[src/rtl/ld_alloc_pkg.sv]
// Shared types for the linked-data slot allocator.
//   alloc_state_e : offer FSM state (no offer pending / offer pending)
package ld_alloc_pkg;

  typedef enum logic {
    StIdle  = 1'b0,
    StOffer = 1'b1
  } alloc_state_e;

endpackage

[src/rtl/ld_first_free.sv]
// Combinational find-first-set with a rotating start position.
//   vec_i    : candidate vector, bit i set = slot i selectable
//   offset_i : first index examined; the search wraps past Width-1 to 0
//   idx_o    : first set index at or after offset_i (0 when none)
//   found_o  : at least one bit of vec_i is set
module ld_first_free #(
  parameter int unsigned Width = 16,
  localparam int unsigned IdxW = $clog2(Width)
) (
  input  logic [Width-1:0] vec_i,
  input  logic [IdxW-1:0]  offset_i,
  output logic [IdxW-1:0]  idx_o,
  output logic             found_o
);

  always_comb begin : p_find
    int unsigned pos;
    found_o = 1'b0;
    idx_o   = '0;
    pos     = 0;
    for (int unsigned k = 0; k < Width; k++) begin
      // offset_i is always below Width, so one subtraction is enough to wrap
      pos = 32'(offset_i) + k;
      if (pos >= Width) begin
        pos = pos - Width;
      end
      if (!found_o && vec_i[pos]) begin
        found_o = 1'b1;
        idx_o   = IdxW'(pos);
      end
    end
  end

endmodule

[src/rtl/ld_alloc.sv]
// Free-slot allocator for the linked-data table. One free index is reserved
// and offered at a time on a valid/ready port; slots come back through a
// single release port.
//   alloc_valid_o/alloc_ready_i/alloc_idx_o : registered offer of a reserved slot
//   rel_valid_i/rel_idx_i                   : release of a busy slot
//   rel_err_o                               : one-cycle pulse after an illegal release
//   free_o                                  : slot neither busy nor offered
//   num_busy_o, full_o, empty_o             : occupancy of handshaked slots
module ld_alloc
  import ld_alloc_pkg::*;
#(
  parameter int unsigned MaxTxns    = 16,
  parameter bit          RoundRobin = 1'b0,
  localparam int unsigned IdxW      = $clog2(MaxTxns),
  localparam int unsigned CntW      = $clog2(MaxTxns + 1)
) (
  input  logic               clk_i,
  input  logic               rst_ni,
  output logic               alloc_valid_o,
  input  logic               alloc_ready_i,
  output logic [IdxW-1:0]    alloc_idx_o,
  input  logic               rel_valid_i,
  input  logic [IdxW-1:0]    rel_idx_i,
  output logic               rel_err_o,
  output logic [MaxTxns-1:0] free_o,
  output logic [CntW-1:0]    num_busy_o,
  output logic               full_o,
  output logic               empty_o
);

  localparam int unsigned PadW = 2 ** IdxW;

  alloc_state_e     state_q, state_d;
  logic [MaxTxns-1:0] free_q, free_d;
  logic [IdxW-1:0]  idx_q, idx_d;
  logic [IdxW-1:0]  rr_q, rr_d;
  logic [CntW-1:0]  num_busy_q, num_busy_d;
  logic             rel_err_q, rel_err_d;

  logic             hs;
  logic             load;
  logic             rel_ok;
  logic [PadW-1:0]  free_pad;
  logic [IdxW-1:0]  idx_inc;
  logic [IdxW-1:0]  search_off;
  logic [IdxW-1:0]  pick_idx;
  logic             pick_found;

  assign hs = (state_q == StOffer) && alloc_ready_i;

  // Padded copy so out-of-range release indices read a harmless zero.
  assign free_pad = PadW'(free_q);

  // Legal only for a busy slot: in range, not free, and not the pending offer.
  assign rel_ok = rel_valid_i && (32'(rel_idx_i) < MaxTxns) && !free_pad[rel_idx_i] &&
                  !((state_q == StOffer) && (rel_idx_i == idx_q));

  assign idx_inc = (idx_q == IdxW'(MaxTxns - 1)) ? '0 : idx_q + IdxW'(1);

  // On a handshake the pointer moves in the same cycle, so search from the
  // updated position to keep back-to-back allocation in round-robin order.
  assign search_off = RoundRobin ? (hs ? idx_inc : rr_q) : '0;

  // Searching the registered vector means a slot released this cycle is
  // not selectable until the next one.
  ld_first_free #(
    .Width (MaxTxns)
  ) u_first_free (
    .vec_i    (free_q),
    .offset_i (search_off),
    .idx_o    (pick_idx),
    .found_o  (pick_found)
  );

  assign load = pick_found && ((state_q == StIdle) || hs);

  // FSM state register
  always_ff @(posedge clk_i or negedge rst_ni) begin
    if (!rst_ni) begin
      state_q <= StIdle;
    end else begin
      state_q <= state_d;
    end
  end

  // FSM next state
  always_comb begin
    state_d = state_q;
    unique case (state_q)
      StIdle:  if (pick_found) state_d = StOffer;
      StOffer: if (hs && !pick_found) state_d = StIdle;
      default: state_d = StIdle;
    endcase
  end

  // FSM outputs
  always_comb begin
    alloc_valid_o = (state_q == StOffer);
  end

  // Datapath next state
  always_comb begin
    free_d = free_q;
    if (rel_ok) begin
      free_d[rel_idx_i] = 1'b1;
    end
    // The picked slot is free in free_q, so it never collides with the release.
    if (load) begin
      free_d[pick_idx] = 1'b0;
    end
    idx_d      = load ? pick_idx : idx_q;
    rr_d       = (RoundRobin && hs) ? idx_inc : rr_q;
    num_busy_d = num_busy_q + CntW'(hs) - CntW'(rel_ok);
    rel_err_d  = rel_valid_i && !rel_ok;
  end

  always_ff @(posedge clk_i or negedge rst_ni) begin
    if (!rst_ni) begin
      free_q     <= '1;
      idx_q      <= '0;
      rr_q       <= '0;
      num_busy_q <= '0;
      rel_err_q  <= 1'b0;
    end else begin
      free_q     <= free_d;
      idx_q      <= idx_d;
      rr_q       <= rr_d;
      num_busy_q <= num_busy_d;
      rel_err_q  <= rel_err_d;
    end
  end

  assign alloc_idx_o = idx_q;
  assign rel_err_o   = rel_err_q;
  assign free_o      = free_q;
  assign num_busy_o  = num_busy_q;
  assign full_o      = (num_busy_q == CntW'(MaxTxns));
  assign empty_o     = (num_busy_q == '0);

endmodule

[config.mk]
export PLATFORM = sky130hd
export DESIGN_NAME = ld_alloc
export DESIGN_NICKNAME = d
export VERILOG_FILES = /design/src/rtl/ld_alloc_pkg.sv /design/src/rtl/ld_first_free.sv /design/src/rtl/ld_alloc.sv
export SDC_FILE = /design/constraint.sdc
export NUM_CORES = 1
export LEC_CHECK = 0
export ABC_CLOCK_PERIOD_IN_PS = 3500
export CAP_MARGIN = 20
export CORE_ASPECT_RATIO = 0.75
export CORE_MARGIN = 3
export CORE_UTILIZATION = 45
export CTS_CLUSTER_DIAMETER = 200
export DETAILED_ROUTE_END_ITERATION = 8
export MAX_ROUTING_LAYER = met4
export PLACE_DENSITY = 0.71
export SKIP_CTS_REPAIR_TIMING = 1
export SKIP_LAST_GASP = 1
export SLEW_MARGIN = 15
export SYNTH_ARGS = -nofsm -noshare
export SYNTH_HDL_FRONTEND = slang
export SYNTH_SLANG_ARGS = --single-unit
[constraint.sdc]
create_clock -name clk_i -period 3.5 [get_ports clk_i]
set_clock_uncertainty 0.1 [all_clocks]
set_input_delay 0.875 -clock clk_i [delete_from_list [all_inputs] [get_ports clk_i]]
set_output_delay 0.875 -clock clk_i [all_outputs]
set_load 0.1 [all_outputs]
; Yosys cells after proc, flatten, opt, wreduce, memory -nomap -nowiden
; Cells that the tools add are included.
[classes]
n_addsub = 2
magnitude_cmp = 4
eq_ne = 2
mux = 42
n_bitwise = 4
n_reduce_logical = 45
[ops]
columns = operator, count
row1 = $mux W16, 2
row2 = $mux W4, 8
row3 = $logic_and A1 B1 Y1, 24
row4 = $mux W1, 22
row5 = $logic_not A1 Y1, 19
row6 = $and A16 B16 Y16, 1
row7 = $not A16 Y16, 1
row8 = $or A16 B16 Y16, 1
row9 = $mux W3, 4
row10 = $lt A4 B5 Y1 const B, 2
row11 = $demux W1 S4, 2
row12 = $ge A4 B1 Y1 const B, 2
row13 = $add A5 B1 Y5, 1
row14 = $eq A5 B5 Y1 const B, 1
row15 = $logic_not A5 Y1, 1
row16 = $sub A5 B1 Y5, 1
row17 = $bmux W1 S4, 1
row18 = $eq A4 B4 Y1, 1
row19 = $mux W2, 2
row20 = $pmux W1 S2, 1
row21 = $logic_or A1 B1 Y1, 1
row22 = $not A1 Y1, 1
[word_totals]
ff_bits = 27
in_bits = 8
output_inout_bits = 29
wordCells = 104

; Longest topological paths before layout
[logic_depth]
depth_word = 53
mapped_depth = 16
depth_no_buf = 15

; Modules after synthesis
; A second synthesis with hierarchy kept.
[hier_totals]
hier_cells = 453
area_unflattened_um2 = 4086.4
[by_module_without_submodules]
columns = mod, instances, cells_per_inst, area_per_inst_um2, seq_area_each_um2
row1 = ld_first_free, 1, 281, 2474.9, 0.0
row2 = ld_alloc, 1, 172, 1611.5, 695.7

; Least setup slack after synthesis
; OpenSTA, ideal clock, no wires.
[synth_path]
path_type = flip-flop to output port
start = register num_busy_q[3] (netlist: num_busy_o[3])
end = output port empty_o
arrival_time_ns = 4.173
t_required_ns = 2.525
slack_ns = -1.648
path_stages_with_launch = 4
n_path_buf = 0
path_cell_list = dfrtp_1 inv_1 ha_1 nor4b_1
[synth_via]
elab_chain_cells = 1
[synth_lines]
columns = item, line
row1 = from (decl), ld_alloc.sv:37  ; logic [CntW-1:0] num_busy_q, num_busy_d;
row2 = from (signal assigned), ld_alloc.sv:128  ; num_busy_q <= num_busy_d;
row3 = $logic_not A5 Y1, ld_alloc.sv:138  ; assign empty_o = (num_busy_q == '0);
row4 = to (decl), ld_alloc.sv:28  ; output logic empty_o
; No other way between the ends.

; Worst setup path in the final report
[layout_path]
start = input port rel_idx_i[0]
end = register num_busy_q[4] (netlist: num_busy_o[4])
[layout_via]
elab_chain_cells = 6
elab_cells_between_ends = 9
cone_classes = add/sub (1) / eq/ne (1) / mux (2) / reduce/logical (5)
[layout_lines]
columns = item, line
row1 = from (decl), ld_alloc.sv:23  ; input logic [IdxW-1:0] rel_idx_i,
row2 = $bmux W1 S4, ld_alloc.sv:55  ; assign rel_ok = rel_valid_i && (32'(rel_idx_i) < MaxTxns) && !free_pad[rel_idx_i] &&
row3 = $mux W1 (implied by the code), ld_alloc.sv:55
row4 = $logic_not A1 Y1, ld_alloc.sv:55
row5 = $logic_and A1 B1 Y1, ld_alloc.sv:55
row6 = $logic_and A1 B1 Y1 (*), ld_alloc.sv:55
row7 = $sub A5 B1 Y5 (*), ld_alloc.sv:113  ; num_busy_d = num_busy_q + CntW'(hs) - CntW'(rel_ok);
row8 = via num_busy_d[4], ld_alloc.sv:37
; Mark *: on every way through the listed nets, which the timed path passes. The rest lies on a longest branch. The select of a mux whose other input is x is not followed.
; A chain may end at the register's enable or synchronous reset.

==> metrics.md <==
| Metric | Value |
|---|---|
| XOR/XNOR Fraction of Synth Area | `4.08%` |
| Worst hold stages | `2` |
| Top cells by area, synth | `dfstp_2 24%, dfrtp_1 16%, a21oi_1 11%` |
| Warnings, synthesis | `0` |
| Fin Hold WS | `0.479 ns` |
| Initial DRT Pass Iterations | `5` |
| Synth Instances | `173` |
| Drt via density | `5.79` |
| Hold Fails Final Rpt | `0` |
| Flops & latches, synth | `27` |
| Compound-gate portion of the synthesized area | `20.5%` |
| MaxCap Viol Count | `0` |
| Post-synth top area cell | `dfstp_2` |
| Top cell type's share of synthesized area | `24.5%` |
| Fmax | `297 MHz` |
| Critical Path End Type | `register` |
| Max_slew headroom | `40.1%` |
| H-tree levels | `1` |
| Largest net degree at the start of global routing | `28` |
| Status | `completed` |
| Dpl hpwl | `3720 um` |
| Final wirelength | `4770 um` |
| Critical Path RT | `3.57 ns` |
| Dpl ws | `-0.530 ns` |
| First-pass GRT wire length | `7850 um` |
| DRT iter0 DRCs | `176` |
| IO Count | `37` |
| CTS Buf Count | `3` |
| Crit path DAT | `3.44 ns` |
| Total gr overflow | `0` |
| Antenna Nets Post-Route | `0` |
| Fin crit share | `96.3%` |
| RR Startpoint | `free_o[12]` |
| R2R Setup Slk | `0.65 ns` |
| Cell Rows | `18` |
| Multiplexer share of the synthesized area | `6.40%` |
| Die area | `4610 um^2` |
| CTS tree | `done` |
| Initial core utilization | `49.6%` |
| Drt wl/cell | `17.7 um` |
| Worst Hold Class | `reg -> reg` |
| Clock slew at reported path FFs | `0.10 ns` |
| CP startpoint kind | `input pin` |
| RSZ-0062 raised after global routing | `no` |
| ANT cells | `0` |
| Fin nets | `236` |
| DR DRC count | `0` |
| Yosys cell types | `44` |
| Syn_nets | `188` |
| Clock Latency Late Sink | `0.28 ns` |
| Slew @ Worst Pin | `0.890 ns` |
| Max FO, Critical Path | `6` |
| Crit path kind | `in -> reg` |
| CTS Root Cell | `clkbuf_8` |
| # setup viols final | `0` |
| Synth Area in Simple Gates | `17.9%` |
| Hold EP | `free_o[14]` |
| GP Congestion | `0.946` |
| Die W | `77.4 um` |
| Setup TNS | `0 ns` |
| Post-synthesis adder-cell area fraction | `5.53%` |
| All-Layer GR Usage | `23.0%` |
| R2R depth | `13` |
| Initial antenna violation count | `0` |
| Largest family of logic cells by synthesized area | `compound AO/OA/AOI/OAI gates` |
| CTS sink count | `27` |
| Reg-to-reg endpoint | `num_busy_o[4]` |
| Die Y-Extent | `59.5 um` |
| Setup ws final | `0.128 ns` |
| Sequential fraction of the synthesis area | `40.5%` |
| # fillers | `305` |
| Core Region | `3470 um^2` |
| Minimum clock period after layout | `3.37 ns` |
| Hold Path Origin | `free_o[14]` |
| Input/output buffers | `36` |
| Syn Area/Cell | `9.94 um^2` |
| Share of layout cells above drive strength 1 | `36.8%` |
| Mapped Area | `1720 um^2` |
| Layout area overhead | `27.9%` |
| Maximum root-to-sink buffer count | `2` |
| Vias in the first global route | `1,532` |
| Slew Limit Fails | `0` |
| Via count | `1,562` |
[per-stage QoR]
stage	instance area, um^2	cells	util (%)
2_1_floorplan	1740	173	-
3_3_place_gp	2130	266	61.5
3_5_place_dp	2130	266	61.5
4_1_cts	2180	270	63.0
5_1_grt	2200	270	63.4
6_report	2200	270	63.4
[synth_stat cells]
| library cell | instances |
|---|---|
| buf_6 | 2 |
| nand2_1 | 5 |
| o311ai_0 | 1 |
| mux2i_1 | 2 |
| nor3_2 | 2 |
| o21ai_0 | 4 |
| nand3_1 | 4 |
| ha_1 | 6 |
| nor4bb_1 | 1 |
| and3_4 | 1 |
| nor4b_1 | 1 |
| mux2_2 | 2 |
| nand3b_1 | 1 |
| mux4_2 | 3 |
| a21o_1 | 2 |
| nor3_1 | 2 |
| xor2_1 | 4 |
| xnor2_1 | 4 |
| dfrtp_1 | 11 |
| and4b_1 | 1 |
| a41oi_1 | 1 |
| a31oi_4 | 1 |
| o21ai_2 | 1 |
| o32a_1 | 1 |
| nor2_1 | 17 |
| a21oi_1 | 37 |
| a31oi_1 | 6 |
| clkbuf_1 | 1 |
| inv_1 | 11 |
| and3b_4 | 1 |
| o21ai_1 | 1 |
| buf_4 | 1 |
| o21bai_1 | 1 |
| or3b_1 | 1 |
| nand2b_1 | 1 |
| and3_1 | 2 |
| clkbuf_8 | 1 |
| a21oi_2 | 1 |
| nor4_1 | 1 |
| nor4_2 | 4 |
| fa_1 | 1 |
| nor2b_1 | 5 |
| dfstp_2 | 16 |
| o221ai_2 | 1 |
[metal layers]
metal  part of all wire, %  global-route usage, %
met5                     0                      -
met3                    11                   8.21
met1                    47                   32.4
met2                    42                   30.8
met4                   1.2                   6.85
[layout make-up]
type | instances | area [um^2] | share of cell area (%)
Clock inverter | 1 | 8.76 | 0.398
Tap cell | 50 | 62.6 | 2.85
Multi-Input combinational cell | 130 | 961 | 43.7
Inverter | 11 | 41.3 | 1.88
Timing Repair Buffer | 48 | 388 | 17.6
Sequential cell | 27 | 696 | 31.6
Clock buffer | 3 | 41.3 | 1.88
[how the worst max path moves through the flow]
stage,from,to,slack [ns],cells past startpoint
4_1_cts,rel_idx_i[0],num_busy_o[4],-0.24,14
6_report,rel_idx_i[0],num_busy_o[4],0.13,14
3_3_place_gp,rel_idx_i[0],num_busy_o[4],-0.47,14
3_5_place_dp,rel_idx_i[0],num_busy_o[4],-0.53,14
2_1_floorplan,num_busy_o[3],empty_o,-0.26,3
5_1_grt,rel_idx_i[0],num_busy_o[4],0.005,16
[worst max-delay path: stages]
cell	delay (ns)
dlymetal6s2s_1	0.26
mux4_2	0.56
mux2_2	0.29
a21oi_2	0.17
ha_1	0.25
inv_1	0.06
ha_1	0.15
inv_1	0.05
fa_1	0.39
inv_1	0.07
a21oi_1	0.06
nor2_1	0.08
nor2_1	0.05
xnor2_1	0.11
[cells by family after synthesis]
| group | after synthesis |
|---|---|
| AO/OA/AOI/OAI | 58 |
| XOR/XNOR | 8 |
| adder cells (fa/ha/maj) | 7 |
| buffers and inverters | 16 |
| flip-flops | 27 |
| multiplexers | 7 |
| AND/OR/NAND/NOR | 50 |
[registers in the layout, summed over array words and instances (netlist names)]
register       count
num_busy_o         5
alloc_idx_o        4
free_o            16
alloc_valid_o      1
rel_err_o          1
[cells in the final DEF, fill, tap and decap left out, drive strengths merged, types with 2 or more instances in the layout]
cell,Yosys,routed
and3,3,3
a21oi,38,38
dfstp,16,16
nor2,17,17
mux2i,2,2
inv,11,12
nor4,5,5
mux2,2,2
nand2,5,5
dfrtp,11,11
clkdlybuf4s50,0,3
nor3,4,4
nor2b,5,5
nand3,4,4
xor2,4,4
a21o,2,2
o21ai,6,6
ha,6,6
buf,3,41
clkbuf,2,3
xnor2,4,4
a31oi,7,7
dlymetal6s2s,0,4
mux4,3,3
Power is not shown: default switching activity piles up to over one toggle a cycle in this logic, so the estimate is an artifact.
